`src/rtl/serial_pkg.sv`:
```
// Shared constants for the bit-serial adder: state encoding and default width.
package serial_pkg;

    localparam logic [1:0] ST_IDLE = 2'd0;
    localparam logic [1:0] ST_RUN  = 2'd1;
    localparam logic [1:0] ST_DONE = 2'd2;

    localparam int SERIAL_W_DEF = 8;

    typedef enum logic [1:0] {
        S_IDLE = ST_IDLE,
        S_RUN  = ST_RUN,
        S_DONE = ST_DONE
    } state_e;

endpackage

```
`src/rtl/serial_add_if.sv`:
```
// Request/result bundle for serial_add; SERIAL_ADD_SUB_EN adds the sub select.
interface serial_add_if #(parameter int W = 8);
  logic         start;
  logic [W-1:0] a;
  logic [W-1:0] b;
  logic         cin;
`ifdef SERIAL_ADD_SUB_EN
  logic         sub;
`endif
  logic         busy;
  logic         done;
  logic [W-1:0] sum;
  logic         cout;

`ifdef SERIAL_ADD_SUB_EN
  modport master (output start, a, b, cin, sub, input busy, done, sum, cout);
  modport slave  (input start, a, b, cin, sub, output busy, done, sum, cout);
`else
  modport master (output start, a, b, cin, input busy, done, sum, cout);
  modport slave  (input start, a, b, cin, output busy, done, sum, cout);
`endif
endinterface

```
`src/rtl/serial_add_full_add.sv`:
```
// Single-bit full adder; with SERIAL_ADD_SUB_EN, sub=1 turns it into a full subtractor.
// Pure combinational, zero latency, no backpressure.
module full_add (
  input  logic a,
  input  logic b,
  input  logic cin,
`ifdef SERIAL_ADD_SUB_EN
  input  logic sub,
`endif
  output logic sum,
  output logic cout
);
  logic w_a_eff;

`ifdef SERIAL_ADD_SUB_EN
  // Borrow is the add carry with the minuend bit inverted.
  assign w_a_eff = sub ? ~a : a;
`else
  assign w_a_eff = a;
`endif

  assign sum  = a ^ b ^ cin;
  assign cout = (w_a_eff & b) | ((w_a_eff ^ b) & cin);
endmodule

```
`src/rtl/serial_add.sv`:
```
// Bit-serial W-bit adder (LSB first, one bit per clock); optional subtract via SERIAL_ADD_SUB_EN.
// Latency W+1 cycles start-to-done; start is ignored while busy, accepted in IDLE or DONE.
module serial_add
  import serial_pkg::*;
#(
  parameter int W = SERIAL_W_DEF
) (
  input logic        clk,
  input logic        rst_n,
  serial_add_if.slave bus
);
  localparam int CW = $clog2(W) + 1;

  state_e         r_state, w_state_nxt;
  logic [W-1:0]   r_a, r_b, r_res, r_sum;
  logic [CW-1:0]  r_cnt;
  logic           r_carry, r_cout, r_busy, r_done, r_sub;
  logic           w_accept, w_last, w_sum_bit, w_cout_bit;

  full_add u_full_add (
    .a    (r_a[0]),
    .b    (r_b[0]),
    .cin  (r_carry),
`ifdef SERIAL_ADD_SUB_EN
    .sub  (r_sub),
`endif
    .sum  (w_sum_bit),
    .cout (w_cout_bit)
  );

  assign w_last = (r_cnt == CW'(W - 1));

  always_comb begin
    w_state_nxt = r_state;
    w_accept    = 1'b0;
    case (r_state)
      S_IDLE: if (bus.start) begin
        w_accept    = 1'b1;
        w_state_nxt = S_RUN;
      end
      S_RUN: if (w_last) w_state_nxt = S_DONE;
      S_DONE: begin
        w_accept    = bus.start;
        w_state_nxt = bus.start ? S_RUN : S_IDLE;
      end
      default: w_state_nxt = S_IDLE;
    endcase
  end

  always_ff @(posedge clk or negedge rst_n) begin
    if (!rst_n) begin
      r_state <= S_IDLE;
      r_busy  <= 1'b0;
      r_done  <= 1'b0;
    end else begin
      r_state <= w_state_nxt;
      r_busy  <= (w_state_nxt == S_RUN);
      r_done  <= (w_state_nxt == S_DONE);
    end
  end

  always_ff @(posedge clk or negedge rst_n) begin
    if (!rst_n) begin
      r_a     <= '0;
      r_b     <= '0;
      r_res   <= '0;
      r_cnt   <= '0;
      r_carry <= 1'b0;
      r_sub   <= 1'b0;
      r_sum   <= '0;
      r_cout  <= 1'b0;
    end else begin
      if (w_accept) begin
        r_a     <= bus.a;
        r_b     <= bus.b;
        r_carry <= bus.cin;
        r_cnt   <= '0;
`ifdef SERIAL_ADD_SUB_EN
        r_sub   <= bus.sub;
`else
        r_sub   <= 1'b0;
`endif
      end else if (r_state == S_RUN) begin
        r_a     <= r_a >> 1;
        r_b     <= r_b >> 1;
        r_res   <= {w_sum_bit, r_res[W-1:1]};
        r_carry <= w_cout_bit;
        r_cnt   <= r_cnt + 1'b1;
      end
      // Publish on DONE entry so sum/cout are valid in the done cycle.
      if (r_state == S_RUN && w_last) begin
        r_sum  <= {w_sum_bit, r_res[W-1:1]};
        r_cout <= w_cout_bit;
      end
    end
  end

  assign bus.busy = r_busy;
  assign bus.done = r_done;
  assign bus.sum  = r_sum;
  assign bus.cout = r_cout;
endmodule

```
`src/flat_wrapper.sv`:
```
// flat-port wrapper written by rule: the top's interface ports become plain ports
module serial_add_flat import serial_pkg::*;
#(
  parameter int W = SERIAL_W_DEF
)
  (clk, rst_n, bus_start, bus_a, bus_b, bus_cin, bus_busy, bus_done, bus_sum, bus_cout);
  serial_add_if #(.W(W)) bus_i ();
  input logic clk;
  input logic rst_n;
  input wire logic [$bits(bus_i.start)-1:0] bus_start;
  input wire logic [$bits(bus_i.a)-1:0] bus_a;
  input wire logic [$bits(bus_i.b)-1:0] bus_b;
  input wire logic [$bits(bus_i.cin)-1:0] bus_cin;
  output wire logic [$bits(bus_i.busy)-1:0] bus_busy;
  output wire logic [$bits(bus_i.done)-1:0] bus_done;
  output wire logic [$bits(bus_i.sum)-1:0] bus_sum;
  output wire logic [$bits(bus_i.cout)-1:0] bus_cout;
  assign bus_i.start = bus_start;
  assign bus_i.a = bus_a;
  assign bus_i.b = bus_b;
  assign bus_i.cin = bus_cin;
  assign bus_busy = bus_i.busy;
  assign bus_done = bus_i.done;
  assign bus_sum = bus_i.sum;
  assign bus_cout = bus_i.cout;
  serial_add #(.W(W)) u_core (.clk(clk), .rst_n(rst_n), .bus(bus_i));
endmodule
```
`config.mk`:
```
export PLATFORM = sky130hd
export DESIGN_NAME = serial_add_flat
export DESIGN_NICKNAME = d
export VERILOG_FILES = /design/src/rtl/serial_pkg.sv /design/src/rtl/serial_add_if.sv /design/src/rtl/serial_add_full_add.sv /design/src/rtl/serial_add.sv /design/src/flat_wrapper.sv
export SDC_FILE = /design/constraint.sdc
export NUM_CORES = 1
export LEC_CHECK = 0
export CAP_MARGIN = 20
export CORE_UTILIZATION = 35
export DETAILED_ROUTE_END_ITERATION = 16
export PLACE_DENSITY_LB_ADDON = 0.08
export SYNTH_ARGS = -nofsm -noshare
export SYNTH_HDL_FRONTEND = slang
export SYNTH_HIERARCHICAL = 1
export SYNTH_SLANG_ARGS = --single-unit
```
`constraint.sdc`:
```
create_clock -name clk -period 1.35 [get_ports clk]
set_input_delay 0.135 -clock clk [delete_from_list [all_inputs] [get_ports clk]]
set_output_delay 0.135 -clock clk [all_outputs]
set_load 0.02 [all_outputs]
```
# After elaboration in Yosys (flattened, before gate mapping)
# Cells that the tools add are included.
# totals
ff_bits,42
out_inout_bits,11
wordCells,40
# op_classes
n_eq_ne,5
reduce_logical,4
bitwise_logic,6
n_mux,14
add_sub_neg,1
# ops
cell,n
8-bit 2-to-1 mux,4
4-bit 2-to-1 mux,2
2-bit one-hot mux with 3 select lines,1
"4-bit by 1-bit adder with 4-bit output, second input constant",1
"2-bit by 1-bit equality test with 1-bit output, second input constant",2
"2-bit equality test, second input constant",2
"4-bit by 3-bit equality test with 1-bit output, second input constant",1
1-bit 2-to-1 mux,4
2-bit 2-to-1 mux,2
1-bit bitwise AND,2
2-bit zero test,1
1-bit one-hot mux with 2 select lines,1
2-bit AND reduction,1
2-bit nonzero test,1
1-bit XOR,2
1-bit logical AND,1
1-bit NOT,1
1-bit OR,1

# Longest topological paths before layout
# Gate-level depths: netlist of run 1.
# logic_depth
depth_word,5
depth_mapped,5
mapped_depth_nobuf,4

# Hierarchy
# The synthesis of run 1 kept the hierarchy.
# by_module_without_submodules
mod,n_inst,cells_per_inst,seq_area_each_um2,area_each_um2
serial_add,1,166,1026.0,1679.1
full_add,1,1,0.0,20.0

# Worst setup path after synthesis of run 1
# Ideal clock, no wire load.
# synth_timing
path_kind,register to register
from,register u_core.r_cnt[0]
to,"register u_core.r_cout, in the netlist u_core/bus.cout"
synth_period_minus_slack_ns,1.467
path_stages_with_launch,5
slack_ns,-0.117
t_arrival_ns,1.342
path_cell_list,dfrtp_1 -> ha_1 -> nand2_1 -> nor3_4 -> mux2_2
# synth_between
elab_chain_cells,2
# synth_lines
item,line,text
from (decl),serial_add.sv:16,logic [CW-1:0] r_cnt;
from (signal assigned),serial_add.sv:88,r_cnt <= r_cnt + 1'b1;
4-bit by 3-bit equality test with 1-bit output,serial_add.sv:31,assign w_last = (r_cnt == CW'(W - 1));
1-bit logical AND,serial_add.sv:91,if (r_state == S_RUN && w_last) begin
to (signal assigned),serial_add.sv:93,r_cout <= w_cout_bit;
to (decl),serial_add.sv:17,"logic r_carry, r_cout, r_busy, r_done, r_sub;"
# No other way between the ends.
# A chain may end at the register's enable or synchronous reset.

# Worst setup path after layout of run 1
# layout_timing
from,register u_core.r_cnt[0]
to,"register u_core.r_sum[1], in the netlist u_core/bus.sum[1]"
# layout_between
elab_chain_cells,2
# layout_lines
item,line,text
4-bit by 3-bit equality test with 1-bit output,serial_add.sv:31,
1-bit logical AND,serial_add.sv:91,
to (signal assigned),serial_add.sv:92,"r_sum <= {w_sum_bit, r_res[W-1:1]};"
to (decl),serial_add.sv:15,"logic [W-1:0] r_a, r_b, r_res, r_sum;"
# No other way between the ends.

==> results.json, run 1 <==
{
  "grtUsageTotal_pct": 15.1,
  "fin_nets": 229,
  "cts_buffers": 5,
  "dieArea_sq_um": 5140,
  "clkPwrFrac_pct": 17.1,
  "worst_r2r_endpoint": "u_core/bus.sum[1]$_DFFE_PN0P_",
  "violations": "negative setup slack",
  "grt-ovfl-total": 0,
  "p_per_area_nw_per_um2": 2240,
  "first_pass_iters": 4,
  "vias": 1276,
  "critPathCaptureType": "flip-flop",
  "period_needed_ns": 1.37,
  "area.growth.synth_to_final_pct": 34.4,
  "grt_pass1_wl_microns": 5740,
  "timing.final.crit_share_pct": 102,
  "clock_sinks": 41,
  "dp_slack_ns": -0.0513,
  "critPathBufInv": 1,
  "fp.dieH_microns": 71.7,
  "core_area_sq_um": 4500,
  "fin_skew_ns": 0.00852,
  "insertion_delay_ns": 0.29,
  "post_cts.repair.setup_buffers": 0,
  "finalSetupViolations": 7,
  "finalHoldViolations": 0,
  "die_w_microns": 71.7,
  "yosys.area.top_type_share_pct": 60.4,
  "slowest_stage": "dfrtp_1",
  "yosysWarningCount": 6,
  "irDropWorstVdd_v": 0.000882,
  "clock.fmax_mhz": 730,
  "slowest_delay_ns": 0.36,
  "diodes": 0,
  "cts-htree-levels": 2,
  "design_area_sq_um": 2280,
  "maxSlewHeadroom_pct": 71.1,
  "rsz0062_at_grt": "yes",
  "drt_iter0_drc": 29,
  "syn_inst": 167,
  "avgSynthCellArea_sq_um": 10.2,
  "run_status": "finished with violations",
  "netSwitchingFraction_pct": 36.5,
  "ys_seq_elements": 41,
  "seq_area_sq_um": 1030,
  "p_leak_uw": 0.00109,
  "synth_area_leaders": "dfrtp_1 60%, nand2_1 12%, mux2_2 6.0%, a31oi_1 4.1%, nor2_1 2.9%",
  "rr_startpoint": "u_core/r_cnt[0]$_DFFE_PN0P_",
  "syn_area_sq_um": 1700,
  "yosys.area.top_type": "dfrtp_1",
  "worst_slack_ns": -0.0208,
  "power.switching_uw": 1870,
  "postRouteAntennaNets": 0,
  "ys_seq_area_share_pct": 60.4,
  "antenna_found_initial": 0,
  "drc": 0,
  "path_clk_slew_ns": 0.07,
  "dp_hpwl_microns": 2430,
  "grt_pass1_vias": 1227,
  "critPathKind": "flip-flop to flip-flop",
  "initial_core_util_pct": 37.7,
  "drive_gt1_share_pct": 17.3,
  "worstPathCellList": "ha_2, nand2_2, nor3_4, buf_12, mux2_2",
  "slew_violations": 0,
  "routed_wirelength_microns": 3500,
  "maxCapViolCount": 0,
  "vias_per_cell": 4.91,
  "fillers": 417,
  "cts-root-buf": "clkbuf_8",
  "fp-row-count": 24,
  "reg2reg_slack_ns": -0.02,
  "critPathMaxFanout": 10,
  "wl_per_cell_microns": 13.5,
  "multi_input_area_sq_um": 648,
  "worst_setup_path_start_kind": "flip-flop",
  "tightest_slew_ns": 0.433,
  "pin_count": 31,
  "internal-power_uw": 3240,
  "min_path_type": "input port to asynchronous set/reset pin",
  "crit_path_end": "u_core/bus.sum[1]$_DFFE_PN0P_",
  "numPortBuffers": 30,
  "place_area_sq_um": 2160,
  "sequentialPowerShare_pct": 41.0,
  "gp_congestion": 0.753,
  "rr_worst_depth": 5,
  "crit_path_start": "u_core/r_cnt[0]$_DFFE_PN0P_",
  "crit_cells": 5,
  "pwr-share-comb_pct": 41.9,
  "syn_nets": 189,
  "layout_common_cells": "55 x nand2_1, 41 x dfrtp_1, 18 x clkdlybuf4s50_1, 13 x nor2_1",
  "ys_types": 24,
  "crit_arrival_ns": 1.55,
  "grt_max_degree": 27,
  "cts_tree": "built",
  "final_common_cell": "nand2_1",
  "crit_required_ns": 1.53,
  "clock_path_buffers": 2,
  "cp_top_family": "flip-flops"
}
## synthesized netlist by cell type
master / count
ha_1: 1
xor2_1: 1
buf_2: 3
mux2_2: 9
dfrtp_1: 41
nor3_4: 1
o21ai_0: 2
a22oi_1: 3
nand3_1: 5
nor3_1: 2
nand2_1: 56
mux2i_1: 1
clkbuf_1: 7
nor2_1: 13
nand4_1: 1
o22ai_1: 1
buf_6: 1
nor2b_1: 1
nand2b_1: 2
nand3b_1: 1
a21oi_1: 2
a31oi_1: 11
and2b_1: 1
fa_1: 1
## per-layer routing
layer	GRT usage [%]	vias up	part of all wire (%)
met1	18.3	614	44
met5	0	-	0
met4	5.88	0	1.6
met2	25.1	26	50
li1	-	630	-
met3	4.64	6	4.3
## sequential cells by signal, summed over array words and instances (netlist names)
name,count
u_core/bus.done,1
u_core/bus.busy,1
u_core/bus.cout,1
u_core/r_carry,1
u_core/r_b,8
u_core/r_state,2
u_core/r_a,8
u_core/r_res,7
u_core/bus.sum,8
u_core/r_cnt,4
## kinds of logic after synthesis
logic type / Yosys count / share of synthesized area, %
XOR/XNOR: 1 / 0.516
AO/OA/AOI/OAI: 19 / 6.92
buffers and inverters: 11 / 3.09
adder cells (fa/ha/maj): 2 / 1.91
multiplexers: 10 / 6.55
AND/OR/NAND/NOR: 83 / 20.6
flip-flops: 41 / 60.4
## power by group through the flow
stage	Combinational (uW)	Clock (uW)	Sequential [uW]
finish	2140	874	2100
detailed placement	2200	0	2110
global placement	2130	0	2090
CTS	2160	915	2100
floorplan	1160	0	2230
global route	2390	969	2170
## timing repair
item	in CTS	in global routing
hold buffers	1	0
setup endpoints to repair	20	16
hold endpoints to repair	17	0
pin swaps	0	0
gates resized for setup	16	2
## per-stage QoR
stage | hold slack (ns) | cells | setup TNS [ns] | utilization (%) | total power, uW
6_report | 0.312 | 260 | -0.129 | 50.7 | 5110
5_1_grt | 0.342 | 260 | -0.682 | 50.7 | 5530
4_1_cts | 0.322 | 260 | -0.279 | 50.5 | 5170
3_5_place_dp | 0.105 | 251 | -0.374 | 47.9 | 4320
3_3_place_gp | 0.0932 | 251 | 0 | 47.9 | 4230
2_1_floorplan | -0.161 | 167 | -1.05 | - | 3390
## how the worst min path moves through the flow
| stage | from | end | slack (ns) |
|---|---|---|---|
| after global routing | rst_n | u_core/bus.done$_DFF_PN0_ | 0.34 |
| final | rst_n | u_core/bus.done$_DFF_PN0_ | 0.31 |
| after detailed placement | rst_n | u_core/r_b[6]$_DFFE_PN0P_ | 0.10 |
| after global placement | rst_n | u_core/r_b[6]$_DFFE_PN0P_ | 0.09 |
| after floorplan | rst_n | u_core/bus.busy$_DFF_PN0_ | -0.16 |
| after CTS | rst_n | u_core/r_state[1]$_DFF_PN0_ | 0.32 |
## cell type report
| class | instances | area share [%] |
|---|---|---|
| well taps | 52 | 2.85 |
| clock inverters | 1 | 0.219 |
| multi-input cells | 115 | 28.4 |
| flip-flops and latches | 41 | 44.9 |
| repair buffers | 44 | 19.4 |
| clock buffers | 7 | 4.22 |
(Power assumes the default switching activity.)
==> run 2, diff against run 1 <==
--- a/config.mk
+++ b/config.mk
@@ -9,6 +9,7 @@
 export CORE_UTILIZATION = 35
 export DETAILED_ROUTE_END_ITERATION = 16
 export PLACE_DENSITY_LB_ADDON = 0.08
+export SLEW_MARGIN = 5
 export SYNTH_ARGS = -nofsm -noshare
 export SYNTH_HDL_FRONTEND = slang
 export SYNTH_HIERARCHICAL = 1
==> constraint.sdc (replaced) <==
create_clock -name clk -period 1.35 [get_ports clk]
set_input_delay 0.135 -clock clk [delete_from_list [all_inputs] [get_ports clk]]
set_output_delay 0.135 -clock clk [all_outputs]
set_load 0.05 [all_outputs]
==> run 2 against run 1 <==
  * The flow still finishes with violations (negative setup slack)
  * Cell count down 0.38%
  * Global-route usage up 0.75 points
  * Worst setup slack better by 0.00065 ns
  * First-iteration DRC count rose to 3.6 times the previous value
  * Cell area up 4.3%
==> results.json, run 2 (same netlist as run 1, synthesis figures left out) <==
{
  "maxSlewHeadroom_pct": 65.7,
  "violations": "negative setup slack",
  "critPathCaptureType": "flip-flop",
  "met1_length_microns": 1570,
  "crit_required_ns": 1.52,
  "finalHoldViolations": 0,
  "fillers": 407,
  "rsz0062_at_grt": "yes",
  "path_clk_slew_ns": 0.07,
  "cts-root-buf": "clkbuf_8",
  "tightest_slew_ns": 0.515,
  "initial_core_util_pct": 37.7,
  "core_area_sq_um": 4500,
  "clock.fmax_mhz": 730,
  "fp-row-count": 24,
  "irDropWorstVdd_v": 0.00114,
  "insertion_delay_ns": 0.28,
  "final_common_cell": "nand2_1",
  "slew_violations": 0,
  "grt_pass1_wl_microns": 6230,
  "dp_hpwl_microns": 2360,
  "cts-htree-levels": 2,
  "routed-wl-met2_microns": 1800,
  "internal-power_uw": 3560,
  "cts_tree": "built",
  "clock_sinks": 41,
  "worst_setup_path_start_kind": "flip-flop",
  "slowest_delay_ns": 0.36,
  "pin_count": 31,
  "dp_slack_ns": -0.0249,
  "fp.dieH_microns": 71.7,
  "maxCapViolCount": 0,
  "period_needed_ns": 1.37,
  "tns_ns": -0.133,
  "drive_gt1_share_pct": 21.7,
  "antenna_found_initial": 0,
  "finalSetupViolations": 8,
  "place_area_sq_um": 2250,
  "worst_slack_ns": -0.0201,
  "grtUsageTotal_pct": 15.8,
  "diodes": 0,
  "critPathMaxFanout": 10,
  "grt-ovfl-total": 0,
  "power.switching_uw": 2240,
  "drc": 0,
  "routed_wirelength_microns": 3540,
  "design_area_sq_um": 2380,
  "pwr-share-comb_pct": 48.8,
  "gp_congestion": 0.745,
  "dieArea_sq_um": 5140,
  "routed.top_layer": "met4",
  "grt_pass1_vias": 1361,
  "worstPathCellList": "ha_2, nand2_4, nor3_4, buf_12, mux2_2",
  "fin_skew_ns": 0.00441,
  "clock_path_buffers": 2,
  "wl_per_cell_microns": 13.7,
  "die_w_microns": 71.7,
  "first_pass_iters": 4,
  "p_leak_uw": 0.00111,
  "vias": 1302,
  "area.growth.synth_to_final_pct": 40.1,
  "drt_iter0_drc": 105,
  "timing.final.crit_share_pct": 101,
  "run_status": "finished with violations",
  "postRouteAntennaNets": 0,
  "min_path_type": "input port to flip-flop",
  "vias_per_cell": 5.03,
  "p_per_area_nw_per_um2": 2440,
  "layout_common_cells": "55 x nand2_1, 41 x dfrtp_1, 18 x clkdlybuf4s50_1, 14 x buf_12, 13 x nor2_1",
  "netSwitchingFraction_pct": 38.6,
  "slowest_stage": "dfrtp_1",
  "cts_buffers": 5,
  "grt_max_degree": 42,
  "numPortBuffers": 30,
  "sequentialPowerShare_pct": 37.6,
  "met3_length_microns": 141,
  "clkPwrFrac_pct": 13.5,
  "crit_arrival_ns": 1.54,
  "fin_nets": 229,
  "critPathKind": "flip-flop to flip-flop"
}
run 2: critical path: cells and delay by family, from the launching register on:
kind | cells | cell delay (ns)
mux | 1 | 0.33
simple gates | 2 | 0.21
flops | 1 | 0.36
fa+ha+maj | 1 | 0.21
buf+inv | 1 | 0.16
run 2: path summary, 6_finish.rpt:
path,start,endpoint,slack (ns),cells past startpoint
worst max-delay path,u_core/r_cnt[0]$_DFFE_PN0P_,u_core/bus.sum[5]$_DFFE_PN0P_,-0.02,5
worst min-delay path,bus_a[7],u_core/r_a[7]$_DFFE_PN0P_,0.39,3
worst max register to register,u_core/r_cnt[0]$_DFFE_PN0P_,u_core/bus.sum[5]$_DFFE_PN0P_,-0.02,5
worst min register to register,u_core/r_res[5]$_DFFE_PN0P_,u_core/r_res[4]$_DFFE_PN0P_,0.50,2
max in group asynchronous,rst_n,u_core/bus.sum[7]$_DFFE_PN0P_,0.55,3
min in group asynchronous,rst_n,u_core/r_b[5]$_DFFE_PN0P_,0.45,3
run 2: per-stage QoR:
| step | power [uW] | hold WS [ns] | std cells | util, % |
|---|---|---|---|---|
| after floorplan | 3700 | -0.161 | 167 | - |
| after global placement | 4890 | 0.223 | 251 | 50.1 |
| after detailed placement | 4990 | 0.235 | 251 | 50.1 |
| after CTS | 5830 | 0.377 | 259 | 52.4 |
| after global routing | 6240 | 0.389 | 259 | 52.9 |
| final | 5800 | 0.388 | 259 | 52.9 |
run 2: power groups by stage:
stage	clock network, uW	registers [uW]	logic [uW]
global placement	0	2170	2720
floorplan	0	2540	1160
detailed placement	0	2190	2800
finish	784	2180	2830
global route	868	2250	3120
CTS	823	2180	2830
run 2: what timing repair did:
item,CTS,global route
hold buffers,1,0
gates cloned,0,0
setup endpoints to repair,9,14
setup buffers,0,0
gates resized for setup,2,5
endpoints found under the hold margin,41,0
pin swaps,0,0
run 2: routing by layer:
metal | up-vias | track usage [%]
met5 | - | 0
met4 | 0 | 5.66
met3 | 4 | 3.66
met2 | 28 | 27.9
met1 | 642 | 18.9
li1 | 628 | -
run 2: area by class of cell:
type                            instances  area [sq um]  share of cell area [%]
Multi-Input combinational cell        115           649                    27.3
Clock buffer                            7          86.3                    3.63
Timing Repair Buffer                   44           554                    23.3
Sequential cell                        41          1030                    43.1
Tap cell                               52          65.1                    2.73
==> run 3, diff against run 2 <==
--- a/config.mk
+++ b/config.mk
@@ -8,6 +8,7 @@
 export CAP_MARGIN = 20
 export CORE_UTILIZATION = 35
 export DETAILED_ROUTE_END_ITERATION = 16
+export GPL_ROUTABILITY_DRIVEN = 0
 export PLACE_DENSITY_LB_ADDON = 0.08
 export SLEW_MARGIN = 5
 export SYNTH_ARGS = -nofsm -noshare
==> results of run 3 <==
Final layout, timing and power as in run 2 (identical DEF).
